**config.mk**
```make
export PLATFORM = sky130hd
export DESIGN_NAME = exception_monitor
export DESIGN_NICKNAME = d
export VERILOG_FILES = /design/src/rtl/exception_monitor.sv
export SDC_FILE = /design/constraint.sdc
export NUM_CORES = 1
export LEC_CHECK = 0
export BUFFER_PORTS_ARGS = -buffer_cell sky130_fd_sc_hd__buf_2
export CAP_MARGIN = 30
export CORE_MARGIN = 4
export CORE_UTILIZATION = 40
export CTS_BUF_LIST = sky130_fd_sc_hd__clkbuf_8
export DETAILED_ROUTE_END_ITERATION = 10
export GPL_ROUTABILITY_DRIVEN = 0
export GPL_TIMING_DRIVEN = 0
export MAX_ROUTING_LAYER = met4
export PLACE_DENSITY = 0.85
export SLEW_MARGIN = 15
export SYNTH_ARGS = -nofsm -noshare
export SYNTH_HDL_FRONTEND = slang
export SYNTH_SLANG_ARGS = --single-unit
```
**constraint.sdc**
```tcl
create_clock -name clk -period 2.8 [get_ports clk]
set_clock_uncertainty 0.1 [all_clocks]
set_input_delay 0.14 -clock clk [delete_from_list [all_inputs] [get_ports clk]]
set_output_delay 0.14 -clock clk [all_outputs]
set_load 0.05 [all_outputs]
```
**src/rtl/exception_monitor.sv**
```systemverilog
// Exception and privilege monitor: arbitrates branch-miss, exception vectoring,
// return-from-exception and jump redirects, with sticky per-source pending bits.
module exception_monitor #(
    parameter int unsigned     PC_W       = 16,
    parameter int unsigned     NUM_SRC    = 4,
    parameter logic [PC_W-1:0] VEC_BASE   = PC_W'(16'h0000),
    parameter logic [PC_W-1:0] VEC_STRIDE = PC_W'(16'h0100)
) (
    input  logic                                              clk,
    input  logic                                              rst_n,
    input  logic                                              miss,
    input  logic [PC_W-1:0]                                   branch_pc,
    input  logic                                              jump,
    input  logic [PC_W-1:0]                                   new_pc,
    input  logic [PC_W-1:0]                                   cur_pc,
    input  logic [NUM_SRC-1:0]                                exc_req,
    input  logic [NUM_SRC-1:0]                                exc_en,
    input  logic [1:0]                                        mode_set,
    input  logic                                              eret,
    output logic                                              j,
    output logic [PC_W-1:0]                                   j_r,
    output logic                                              store_current,
    output logic [1:0]                                        mode,
    output logic [PC_W-1:0]                                   epc,
    output logic [$clog2((NUM_SRC > 1) ? NUM_SRC : 2)-1:0]    cause,
    output logic [NUM_SRC-1:0]                                exc_pending,
    output logic                                              overflow
);

    localparam int unsigned CW = $clog2((NUM_SRC > 1) ? NUM_SRC : 2);

    // mode encoding is {exception_active, privileged}
    localparam logic [1:0] MODE_RESET = 2'b01;
    localparam logic [1:0] MODE_EXC   = 2'b11;

    logic [NUM_SRC-1:0] pending_q, pending_d;
    logic [PC_W-1:0]    epc_q, epc_d;
    logic [CW-1:0]      cause_q, cause_d;
    logic [1:0]         mode_q, mode_d;
    logic               spriv_q, spriv_d;
    logic               ovf_q, ovf_d;

    logic [CW-1:0]      idx;
    logic               take;
    logic               eret_go;
    logic [NUM_SRC-1:0] req;
    logic [NUM_SRC-1:0] clr_mask;
    logic [PC_W-1:0]    vec_pc;

    always_ff @(posedge clk or negedge rst_n) begin
        if (!rst_n) begin
            pending_q <= '0;
            epc_q     <= '0;
            cause_q   <= '0;
            mode_q    <= MODE_RESET;
            spriv_q   <= 1'b1;
            ovf_q     <= 1'b0;
        end else begin
            pending_q <= pending_d;
            epc_q     <= epc_d;
            cause_q   <= cause_d;
            mode_q    <= mode_d;
            spriv_q   <= spriv_d;
            ovf_q     <= ovf_d;
        end
    end

    // Lowest-numbered pending source wins; descending scan leaves it last.
    always_comb begin
        idx = '0;
        for (int i = int'(NUM_SRC) - 1; i >= 0; i--) begin
            if (pending_q[i]) idx = CW'(i);
        end
    end

    assign take     = (|pending_q) && !miss && !mode_q[1];
    assign eret_go  = eret && mode_q[1] && !miss && !take;
    assign req      = exc_req & exc_en;
    assign clr_mask = take ? (NUM_SRC'(1) << idx) : '0;
    assign vec_pc   = VEC_BASE + PC_W'(idx) * VEC_STRIDE;

    // Redirect arbitration, highest priority first.
    always_comb begin
        j             = 1'b0;
        j_r           = '0;
        store_current = 1'b0;
        if (miss) begin
            j   = 1'b1;
            j_r = branch_pc;
        end else if (take) begin
            j             = 1'b1;
            j_r           = vec_pc;
            store_current = 1'b1;
        end else if (eret && mode_q[1]) begin
            j   = 1'b1;
            j_r = epc_q;
        end else if (jump) begin
            j   = 1'b1;
            j_r = new_pc;
        end
    end

    // A new request on the bit being cleared this edge re-pends it without overflow.
    always_comb begin
        pending_d = (pending_q & ~clr_mask) | req;
        ovf_d     = ovf_q | (|(req & pending_q & ~clr_mask));
        epc_d     = epc_q;
        cause_d   = cause_q;
        mode_d    = mode_q;
        spriv_d   = spriv_q;
        if (take) begin
            epc_d   = cur_pc;
            cause_d = idx;
            spriv_d = mode_q[0];
            mode_d  = MODE_EXC;
        end else if (eret_go) begin
            mode_d = {1'b0, spriv_q};
        end else begin
            case (mode_set)
                2'b01:   mode_d = 2'b00;
                2'b10:   mode_d = 2'b01;
                2'b11:   mode_d = {1'b0, mode_q[0]};
                default: mode_d = mode_q;
            endcase
        end
    end

    assign mode        = mode_q;
    assign epc         = epc_q;
    assign cause       = cause_q;
    assign exc_pending = pending_q;
    assign overflow    = ovf_q;

endmodule

```
==> tab_implementation.tex <==
\begin{tabular}{lr}
\hline
Metric & Value \\
\hline
\multicolumn{2}{l}{\textbf{Logic synthesis}} \\
Post-synthesis share of cell area spent on and, or, nand and nor gates & 17.64\% \\
Combinational family with the most area after synthesis & compound AO/OA/AOI/OAI gates \\
Synthesized instance count & 167 \\
Flip-flop cell with the highest count after synthesis & sky130\_fd\_sc\_hd\_\_dfrtp\_1 \\
Synthesized net count & 232 \\
Adder and majority cell fraction of the synthesized area & 1.502\% \\
FF+latch count, synth & 26 \\
Synthesized-area fraction occupied by ao, oa, aoi and oai cells & 20.65\% \\
Unique masters post-synth & 33 \\
Xor/xnor share of the synthesized area & 0\% \\
Total standard cell area after synthesis & 0.001667 mm² \\
Mux cell area share after synthesis & 15.24\% \\
Yosys warns & 0 \\
Post-synth ARST share & 100.0\% \\
Count of flip-flops with a built-in enable after synthesis & 0 \\
Register area share after synthesis & 39.19\% \\
Mean Syn Cell Area & 9.980 µm² \\
\multicolumn{2}{l}{\textbf{Timing}} \\
RSZ-0062 raised after global routing & false \\
Worst slew margin relative to its limit & 60.51\% \\
Number of pins exceeding their max-slew limit in the final report & 0 \\
Post-Route Hold Slack & 0.01707 ns \\
Hold Vio Cnt, Final & 0 \\
Final setup slack of the worst path & 0.4320 ns \\
Setup violators final & 0 \\
FMAX & 422.3 MHz \\
Final clock period utilization by the worst path & 84.57\% \\
Final critical delay including setup and external delays & 2.368 ns \\
Slew at the pin closest to its max-slew limit & 0.5923 ns \\
\multicolumn{2}{l}{\textbf{Layout}} \\
Syn-to-layout area delta & 53.38\% \\
Share of post-route cells with drive strength above 1 & 44.63\% \\
\# diodes & 0 \\
\# fillers & 352 \\
Leading cell type in the layout, fill and taps excluded & sky130\_fd\_sc\_hd\_\_buf\_2 \\
Most used cells in the layout excluding fill and tap cells & 103 x sky130\_fd\_sc\_hd\_\_buf\_2, 24 x sky130\_fd\_sc\_hd\_\_dfrtp\_1, 24 x sky130\_fd\_sc\_hd\_\_dlygate4sd3\_1 \\
Layout net count & 364 \\
Combined area of the multi-input logic cells & 917.1 µm² \\
Number of standard cells in the final layout excluding fillers & 348 \\
Core utilization of the finished layout & 63.45\% \\
Register area & 653.1 µm² \\
\multicolumn{2}{l}{\textbf{Power}} \\
Internal Dissipation & 959.8 µW \\
Cell Pwr Density & 695.7 mW/mm² \\
VDD IR max & 0.0005124 V \\
Comb pwr share & 50.7\% \\
Overall Power & 1.778 mW \\
Switching power share of the total & 46.03\% \\
Reg power frac & 31.4\% \\
Standby leakage power & 1.301 nW \\
Clock Power Share & 17.9\% \\
Reported net switching power & 818.6 µW \\
\multicolumn{2}{l}{\textbf{Floorplanning}} \\
Die height & 72.55 µm \\
Core area & 0.004029 mm² \\
Die ar. & 0.005264 mm² \\
Standard-cell rows & 23 \\
Io pins & 106 \\
Die W & 72.55 µm \\
Effective utilization at floorplan & 41.37\% \\
\multicolumn{2}{l}{\textbf{Global route}} \\
Pin count of the biggest net entering global routing & 27 \\
Via count of the first global-routing pass & 1,854 \\
Combined global-route utilization of all metal layers & 22.17\% \\
Number of antenna violations at the first check in global routing & 0 \\
Wire length of the first global-routing pass & 8914 µm \\
Global-route congestion overflow total & 0 \\
\multicolumn{2}{l}{\textbf{Drt}} \\
Via count normalized by instance count & 5.330 \\
WL/cell & 16.54 µm \\
Antenna violation net count after detailed routing & 0 \\
Total wire length & 5757 µm \\
Routed via count & 1,855 \\
DRC violation count after routing & 0 \\
Router iterations before antenna repair & 4 \\
Iteration-0 DRC count of the detailed router & 135 \\
\multicolumn{2}{l}{\textbf{Critical path}} \\
Largest stage delay on the critical path & 0.48 ns \\
Sequence of cells on the critical path & nand2\_1, clkbuf\_1, a31oi\_1, o31ai\_1, buf\_2 \\
WS Path Type & reg -> out \\
Category of cells accounting for the largest share of critical-path delay & buffers and inverters \\
Largest fanout on the critical path & 10 \\
Slowest CP cell & sky130\_fd\_sc\_hd\_\_dfrtp\_1 \\
Critical path capture point type & output port \\
Data arrival time of the critical path & 2.13 ns \\
Buffers and inverters on the worst path & 2 \\
Req. time, crit path & 2.56 ns \\
Critical Path Start Type & flip-flop \\
\multicolumn{2}{l}{\textbf{Place}} \\
Inst Count DP & 320 \\
DP Worst Slack & 0.7512 ns \\
HPWL after detailed placement & 4175 µm \\
Input/output buffers & 103 \\
\multicolumn{2}{l}{\textbf{CTS}} \\
Setup fix buffers added after clock tree synthesis & 0 \\
CTS tree & yes \\
Total number of H-tree levels & 1 \\
Post-CTS clock slew at the launch and capture registers of the worst setup and hold paths & 0.10 ns \\
Max Root-Sink Buffers & 2 \\
Number of buffers created by CTS & 3 \\
Total clock sinks & 26 \\
CTS Root Cell & sky130\_fd\_sc\_hd\_\_clkbuf\_8 \\
Skew-Pair Late Insertion Delay & 0.28 ns \\
\multicolumn{2}{l}{\textbf{Run}} \\
Max Cap Viol & 0 \\
\multicolumn{2}{l}{\textbf{Outcome}} \\
Status & finished, final reports clean \\
\multicolumn{2}{l}{\textbf{Worst hold path}} \\
Hold Path Class & in -> reg \\
\hline
\end{tabular}
power by group through the flow:
stage	Clock, mW	Sequential, mW	Combinational (mW)
global placement	0	0.553	0.864
global route	0.341	0.571	0.950
detailed placement	0	0.563	0.874
floorplan	0	0.832	0.370
finish	0.318	0.558	0.902
CTS	0.328	0.556	0.901
cell usage after synthesis, drive strengths merged (2+ instances only):
cell type / instances / area [µm²]
a22o: 3 / 26.28
a21oi: 2 / 10.01
dfstp: 2 / 52.55
ha: 2 / 25.02
and3: 17 / 106.4
o211ai: 2 / 15.01
nand2: 22 / 82.58
o31ai: 17 / 127.6
a31oi: 16 / 100.1
mux2: 17 / 244.0
o21ai: 3 / 15.01
clkbuf: 11 / 41.29
dfrtp: 24 / 600.6
inv: 4 / 17.52
a2bb2oi: 3 / 26.28
nor2: 6 / 22.52
buf: 3 / 37.53
nand2b: 2 / 20.02
routing by layer:
metal	global-route usage, %	vias to the layer above	wire length (µm)	share of wire (%)
met3	4.432	4	404	7.0
li1	-	887	-	-
met4	4.713	0	36	0.63
met1	27.71	886	2406	42
met5	-	-	0	0
met2	37.07	78	2909	51
kinds of logic (layout without fill, tap and decap cells):
logic type      after synthesis  in the layout
simple gates                 54             54
fa+ha+maj                     2              2
buf+inv                      18            149
mux                          18             18
compound gates               49             49
flops                        26             26
layout make-up:
type	instances	share of cell area [%]
timing repair buffer	127	29.56
multi-input combinational	123	35.88
buffer	14	3.084
tap	50	2.447
inverter	4	0.6853
sequential	26	25.55
clock inverter	1	1.175
clock buffer	3	1.615
final timing paths:
path / start / to / slack [ns] / cells past startpoint
max in group asynchronous: rst_n / epc[15]$_DFFE_PN0N_ / 1.90 / 2
hold / removal: exc_req[2] / exc_pending[2]$_DFF_PN0_ / 0.02 / 2
min in group asynchronous: rst_n / mode[1]$_DFFE_PN0P_ / 0.30 / 2
setup / recovery: mode[1]$_DFFE_PN0P_ / j_r[9] / 0.43 / 5
setup reg to reg: exc_pending[0]$_DFF_PN0_ / exc_pending[1]$_DFF_PN0_ / 0.90 / 3
hold reg to reg: cause[1]$_DFFE_PN0N_ / cause[1]$_DFFE_PN0N_ / 0.42 / 1
per-stage QoR:
stage / area (µm²) / TNS (ns)
2_1_floorplan: 1667 / -0.2683
3_3_place_gp: 2245 / 0
3_5_place_dp: 2245 / 0
4_1_cts: 2526 / 0
5_1_grt: 2556 / 0
6_report: 2556 / 0
timing repair:
action	4_1_cts	5_1_grt
resized for setup	0	0
hold buffers	21	3
hold endpoints to repair	41	3
setup endpoints to repair	0	0
state kept, by name, indices dropped and copies added (netlist names):
register	count
cause	2
overflow	1
spriv_q	1
epc	16
exc_pending	4
mode	2
No activity file was read; power rests on OpenSTA's default activity.
